<file path="src/rtl/fp_normalizer_if.sv">
// Handshake and data bundle for the post-subtraction normalizer.
// The master side issues operands, the slave side returns results.
interface fp_normalizer_if;
  logic        start;
  logic [31:0] diffIn;
  logic        carryIn;
  logic [7:0]  expIn;
  logic [31:0] mantOut;
  logic [7:0]  expOut;
  logic        signOut;
  logic        zeroFlag;
  logic        underflow;
  logic        busy;
  logic        done;

  modport master (
    output start, diffIn, carryIn, expIn,
    input  mantOut, expOut, signOut,
    input  zeroFlag, underflow, busy, done
  );

  modport slave (
    input  start, diffIn, carryIn, expIn,
    output mantOut, expOut, signOut,
    output zeroFlag, underflow, busy, done
  );
endinterface

</file>
<file path="src/rtl/fp_normalizer.sv">
// Sequential normalizer: recovers sign/magnitude of a subtraction
// result, then shifts left one bit per cycle until the MSB is set.
module fp_normalizer (
  input logic             clk,
  input logic             reset,
  fp_normalizer_if.slave  bus
);

  typedef enum logic [1:0] {
    IDLE,
    SHIFT,
    DONE
  } state_t;

  state_t      state_q, state_d;
  logic [31:0] mag_q, mag_d;
  logic [7:0]  exp_q, exp_d;
  logic        sign_q, sign_d;
  logic        zero_q, zero_d;
  logic        unf_q, unf_d;

  // State and datapath registers; reset discards any in-flight op.
  always_ff @(posedge clk or posedge reset) begin
    if (reset) begin
      state_q <= IDLE;
      mag_q   <= '0;
      exp_q   <= '0;
      sign_q  <= 1'b0;
      zero_q  <= 1'b0;
      unf_q   <= 1'b0;
    end else begin
      state_q <= state_d;
      mag_q   <= mag_d;
      exp_q   <= exp_d;
      sign_q  <= sign_d;
      zero_q  <= zero_d;
      unf_q   <= unf_d;
    end
  end

  // Next-state logic: capture, prioritized shift step, completion.
  always_comb begin
    state_d = state_q;
    mag_d   = mag_q;
    exp_d   = exp_q;
    sign_d  = sign_q;
    zero_d  = zero_q;
    unf_d   = unf_q;
    unique case (state_q)
      IDLE: begin
        if (bus.start) begin
          mag_d   = bus.carryIn ? bus.diffIn
                                : (~bus.diffIn + 32'd1);
          exp_d   = bus.expIn;
          sign_d  = ~bus.carryIn;
          zero_d  = 1'b0;
          unf_d   = 1'b0;
          state_d = SHIFT;
        end
      end
      SHIFT: begin
        if (mag_q == 32'd0) begin
          zero_d  = 1'b1;
          exp_d   = 8'd0;
          sign_d  = 1'b0;
          state_d = DONE;
        end else if (mag_q[31]) begin
          state_d = DONE;
        end else if (exp_q == 8'd0) begin
          unf_d   = 1'b1;
          state_d = DONE;
        end else begin
          mag_d = {mag_q[30:0], 1'b0};
          exp_d = exp_q - 8'd1;
        end
      end
      DONE: begin
        state_d = IDLE;
      end
      default: begin
        state_d = IDLE;
      end
    endcase
  end

  assign bus.mantOut   = mag_q;
  assign bus.expOut    = exp_q;
  assign bus.signOut   = sign_q;
  assign bus.zeroFlag  = zero_q;
  assign bus.underflow = unf_q;
  assign bus.busy      = (state_q != IDLE);
  assign bus.done      = (state_q == DONE);

endmodule
</file>
<file path="src/flat_wrapper.sv">
// flat-port wrapper written by rule: the top's interface ports become plain ports
module fp_normalizer_flat 
  (clk, reset, bus_start, bus_diffIn, bus_carryIn, bus_expIn, bus_mantOut, bus_expOut, bus_signOut, bus_zeroFlag, bus_underflow, bus_busy, bus_done);
  fp_normalizer_if bus_i ();
  input logic clk;
  input logic reset;
  input wire logic [$bits(bus_i.start)-1:0] bus_start;
  input wire logic [$bits(bus_i.diffIn)-1:0] bus_diffIn;
  input wire logic [$bits(bus_i.carryIn)-1:0] bus_carryIn;
  input wire logic [$bits(bus_i.expIn)-1:0] bus_expIn;
  output wire logic [$bits(bus_i.mantOut)-1:0] bus_mantOut;
  output wire logic [$bits(bus_i.expOut)-1:0] bus_expOut;
  output wire logic [$bits(bus_i.signOut)-1:0] bus_signOut;
  output wire logic [$bits(bus_i.zeroFlag)-1:0] bus_zeroFlag;
  output wire logic [$bits(bus_i.underflow)-1:0] bus_underflow;
  output wire logic [$bits(bus_i.busy)-1:0] bus_busy;
  output wire logic [$bits(bus_i.done)-1:0] bus_done;
  assign bus_i.start = bus_start;
  assign bus_i.diffIn = bus_diffIn;
  assign bus_i.carryIn = bus_carryIn;
  assign bus_i.expIn = bus_expIn;
  assign bus_mantOut = bus_i.mantOut;
  assign bus_expOut = bus_i.expOut;
  assign bus_signOut = bus_i.signOut;
  assign bus_zeroFlag = bus_i.zeroFlag;
  assign bus_underflow = bus_i.underflow;
  assign bus_busy = bus_i.busy;
  assign bus_done = bus_i.done;
  fp_normalizer u_core (.clk(clk), .reset(reset), .bus(bus_i));
endmodule
</file>
<file path="config.mk">
export PLATFORM = sky130hd
export DESIGN_NAME = fp_normalizer_flat
export DESIGN_NICKNAME = d
export VERILOG_FILES = /design/src/rtl/fp_normalizer_if.sv /design/src/rtl/fp_normalizer.sv /design/src/flat_wrapper.sv
export SDC_FILE = /design/constraint.sdc
export NUM_CORES = 1
export LEC_CHECK = 0
export BUFFER_PORTS_ARGS = -buffer_cell sky130_fd_sc_hd__clkbuf_2
export CAP_MARGIN = 5
export CORE_ASPECT_RATIO = 0.5
export CORE_MARGIN = 5
export CORE_UTILIZATION = 44
export DETAILED_ROUTE_END_ITERATION = 10
export PLACE_DENSITY = 0.67
export SLEW_MARGIN = 20
export SYNTH_ARGS = -nofsm -noshare
export SYNTH_HDL_FRONTEND = slang
export SYNTH_SLANG_ARGS = --single-unit
</file>
<file path="constraint.sdc">
create_clock -name clk -period 3.8 [get_ports clk]
set_input_delay 0.76 -clock clk [delete_from_list [all_inputs] [get_ports clk]]
set_output_delay 0.76 -clock clk [all_outputs]
set_load 0.01 [all_outputs]
</file>
==> reports/results.ini <==
[global_routing]
gr-usage-all-layers_pct=20.92
largest_net_degree_at_the_start_of_global_routing=46
grt_first_pass_wirelength_um=14030
via_count_of_the_first_global_routing_pass=2787
grt-ovfl-total=0
grt_antenna_before_repair=0

[setup_path]
setup.worst_path.class=register to register
worstSetupEndpointType=register
required_ns=4.01
timing.critical_path.fanout_max=20
crit_arrival_ns=3.12
regToRegSetupSlack_ns=0.89
crit_path_start_kind=register

[drt]
viasPerCell=5.794
via_count=2932
detail_route.wl_per_cell_um=17.12
initial_drc_count=234
route.antenna.remaining_nets=0
remaining_drc_errors=0
detail_route.first_pass.iterations=6
routed_wl_um=8664

[synthesis]
ys_top_cells_by_area=sky130_fd_sc_hd__dfrtp_1 39%, sky130_fd_sc_hd__nor2_1 6.7%, sky130_fd_sc_hd__xnor2_1 4.8%, sky130_fd_sc_hd__o21ai_0 4.3%, sky130_fd_sc_hd__a221oi_1 4.2%
synth_async_sr_flop_share_pct=100.0
share_of_yosys_cell_area_claimed_by_the_top_area_cell_type_pct=38.79
synthesis.yosys.warnings=0
postSynth.topFlopCell=sky130_fd_sc_hd__dfrtp_1
yosys.cell_types.count=47
syn_area_um2=2903
ys_seq_area_share_pct=38.79
synth_register_bits=45
instance_count_of_the_mapped_netlist=337
synth_edf_count=0
synth_fp_nets=384
post-synth-top-area-cell=sky130_fd_sc_hd__dfrtp_1
synthesis.area_per_instance_um2=8.614

[job]
cap_viol_max_count=0

[layout]
area_growth_syn_to_layout_pct=23.97
finalNonFillerCells=506
multi_input_area_um2=1637
layout.filler_cells=586
post-route-cell-area_um2=3598
layout.area.seq_um2=1126
share_of_layout_cells_above_drive_strength_1_pct=26.79
final_nets=464
antenna_cells_inserted=0

[place]
placed_insts=497
detailedPlace.worstSlack_ns=0.9202
placed_cell_area_um2=3407
dpl.hpwl_um=6459
port-buffer-count=88
routabilityCongestion=0.9018

[clocking]
cts-buffers-inserted=5
post_cts_resize_count=0
clkSinkCount=45
ctsHtreeMaxLevel=2
clock_tree.buffer_depth=2
post-cts-setup-buffer-count=0
cts_hold_repair.buffers=0
clk_pin_slew_worst_paths_ns=0.06
tritoncts=yes
cell_at_the_root_of_the_clock_tree=sky130_fd_sc_hd__clkbuf_16
worst_skew_pair.late_latency_ns=0.29

[die]
floorplan.rows=20
initial_utilization_pct=46.59
ios=89
die_y_um=67.44
floorplan.core_area_um2=6231
die_area_um2=8420
chipWidth_um=124.9

[sta]
pins_over_slew_limit=0
fin_tns_setup_ns=0
finalSetupViolCount=0
timing.max_slew.rel_slack_pct=43.44
fin_hold_viols=0
unrepaired_setup_endpoints_after_global_routing=no
worst_pin_slew_ns=0.8468
timing.fmax_mhz=343.5
finalWorstSetupSlack_ns=0.8890
clock-skew-final_ns=0.002395
fin_crit_ns=2.911
final_cycle_share_pct=76.60

[pwr]
vdd_drop_max_mv=0.2549
power_leakage_nw=1.607
power.density_cell_area_nw_per_um2=790.0

[run_status]
run_status=completed

[worst_hold_path]
worstHoldPathType=register to register

-- routing by layer --
metal  global-route usage [%]  up-vias  share of wire, %
met5                        0        -                 0
met4                    9.189        0               2.1
met3                    5.371       14               6.6
met2                    34.01      115                46
met1                    26.99     1405                45
li1                         -     1398                 -
-- report_power, final --
part           total [mW]  switching, mW  internal [mW]
clock               0.517          0.189          0.328
combinational        1.30          0.767          0.535
sequential           1.02          0.307          0.716
total                2.84           1.26           1.58
-- worst paths after layout --
kind,start,endpoint,depth (start not counted)
setup reg to reg,u_core.bus.expOut[3]$_DFFE_PP0P_,u_core.bus.mantOut[28]$_DFFE_PP0P_,8
min in group asynchronous,reset,u_core.bus.expOut[1]$_DFFE_PP0P_,3
hold / removal,u_core.bus.zeroFlag$_DFFE_PP0P_,u_core.bus.zeroFlag$_DFFE_PP0P_,2
hold reg to reg,u_core.bus.zeroFlag$_DFFE_PP0P_,u_core.bus.zeroFlag$_DFFE_PP0P_,2
max in group asynchronous,reset,u_core.bus.expOut[4]$_DFFE_PP0P_,3
setup / recovery,u_core.bus.expOut[3]$_DFFE_PP0P_,u_core.bus.mantOut[28]$_DFFE_PP0P_,8
-- cells in the mapped netlist, types with 2 or more instances --
library cell and number:
sky130_fd_sc_hd__nand2b_1 4, sky130_fd_sc_hd__a22o_1 6, sky130_fd_sc_hd__or2_2 2, sky130_fd_sc_hd__ha_1 3, sky130_fd_sc_hd__o31ai_1 2, sky130_fd_sc_hd__a221oi_1 14
sky130_fd_sc_hd__a41oi_1 3, sky130_fd_sc_hd__nor2_1 52, sky130_fd_sc_hd__nor4_1 11, sky130_fd_sc_hd__dfrtp_1 45, sky130_fd_sc_hd__o21a_1 3, sky130_fd_sc_hd__nand4_1 2
sky130_fd_sc_hd__nand2_1 16, sky130_fd_sc_hd__buf_2 6, sky130_fd_sc_hd__nor3_1 10, sky130_fd_sc_hd__a21oi_1 22, sky130_fd_sc_hd__xnor2_1 16, sky130_fd_sc_hd__a22oi_1 12
sky130_fd_sc_hd__inv_1 14, sky130_fd_sc_hd__a31oi_1 9, sky130_fd_sc_hd__or3_1 3, sky130_fd_sc_hd__o21ai_0 25, sky130_fd_sc_hd__o41ai_1 2, sky130_fd_sc_hd__o31a_1 2
sky130_fd_sc_hd__clkbuf_1 14, sky130_fd_sc_hd__xor2_1 14, sky130_fd_sc_hd__or4_1 5
-- worst max-delay path: stages (launching register included) --
cell and delay, ns:
sky130_fd_sc_hd__dfrtp_1 0.45, sky130_fd_sc_hd__or4_4 0.60, sky130_fd_sc_hd__nor4b_4 0.46, sky130_fd_sc_hd__nor3_4 0.16, sky130_fd_sc_hd__buf_8 0.20, sky130_fd_sc_hd__a21oi_4 0.43, sky130_fd_sc_hd__buf_4 0.31, sky130_fd_sc_hd__a21oi_1 0.06
sky130_fd_sc_hd__a21oi_1 0.17
-- state kept, by name, summed over array words and instances, names as in the netlist --
register	cells
u_core.bus.signOut	1
u_core.bus.expOut	8
u_core.state_q	2
u_core.bus.zeroFlag	1
u_core.bus.underflow	1
u_core.bus.mantOut	32
-- cell type report --
cell class	count	area share [%]
multi-input combinational	256	45.48
clock buffer	6	3.860
timing repair buffer	94	13.70
inverter	15	1.565
clock inverter	2	1.043
sequential	45	31.29
tap	88	3.060
-- placed cells by master, fill, tap and decap left out, types with 3 or more instances in the layout --
| master | synthesis | final |
|---|---|---|
| sky130_fd_sc_hd__clkbuf_2 | 0 | 88 |
| sky130_fd_sc_hd__nor4_1 | 11 | 11 |
| sky130_fd_sc_hd__clkbuf_16 | 0 | 5 |
| sky130_fd_sc_hd__inv_1 | 14 | 13 |
| sky130_fd_sc_hd__nor3_1 | 10 | 10 |
| sky130_fd_sc_hd__ha_1 | 3 | 3 |
| sky130_fd_sc_hd__o21ai_0 | 25 | 25 |
| sky130_fd_sc_hd__o21a_1 | 3 | 3 |
| sky130_fd_sc_hd__dfrtp_1 | 45 | 45 |
| sky130_fd_sc_hd__xnor2_1 | 16 | 16 |
| sky130_fd_sc_hd__nand2b_1 | 4 | 4 |
| sky130_fd_sc_hd__a21oi_1 | 22 | 22 |
| sky130_fd_sc_hd__buf_4 | 1 | 5 |
| sky130_fd_sc_hd__a22o_1 | 6 | 6 |
| sky130_fd_sc_hd__xor2_1 | 14 | 14 |
| sky130_fd_sc_hd__or3_1 | 3 | 3 |
| sky130_fd_sc_hd__a221oi_1 | 14 | 14 |
| sky130_fd_sc_hd__a31oi_1 | 9 | 9 |
| sky130_fd_sc_hd__nor2_1 | 52 | 52 |
| sky130_fd_sc_hd__or4_1 | 5 | 5 |
| sky130_fd_sc_hd__a41oi_1 | 3 | 3 |
| sky130_fd_sc_hd__a22oi_1 | 12 | 12 |
| sky130_fd_sc_hd__nand2_1 | 16 | 16 |
-- through the flow --
stage / hold WS, ns / total power, mW / util [%]
finish: 0.4876 / 2.843 / 57.75
detailed placement: 0.4848 / 2.325 / 54.68
floorplan: 0.5162 / 1.817 / -
global route: 0.5683 / 3.077 / 57.75
CTS: 0.4991 / 2.846 / 57.51
global placement: 0.4718 / 2.293 / 54.68
-- cells by family (layout without fill, tap and decap cells) --
kind of cell | Yosys count | after routing | share of synthesized area [%]
and+or+nand+nor | 115 | 115 | 20.52
xor gates and xnor gates | 30 | 30 | 9.052
muxes | 1 | 1 | 0.3448
buffers and inverters | 36 | 117 | 5.043
adders and majority gates | 3 | 3 | 1.293
AOI/OAI and AO/OA | 107 | 107 | 24.96
DFF | 45 | 45 | 38.79
Power figures use the tool's default switching activity.
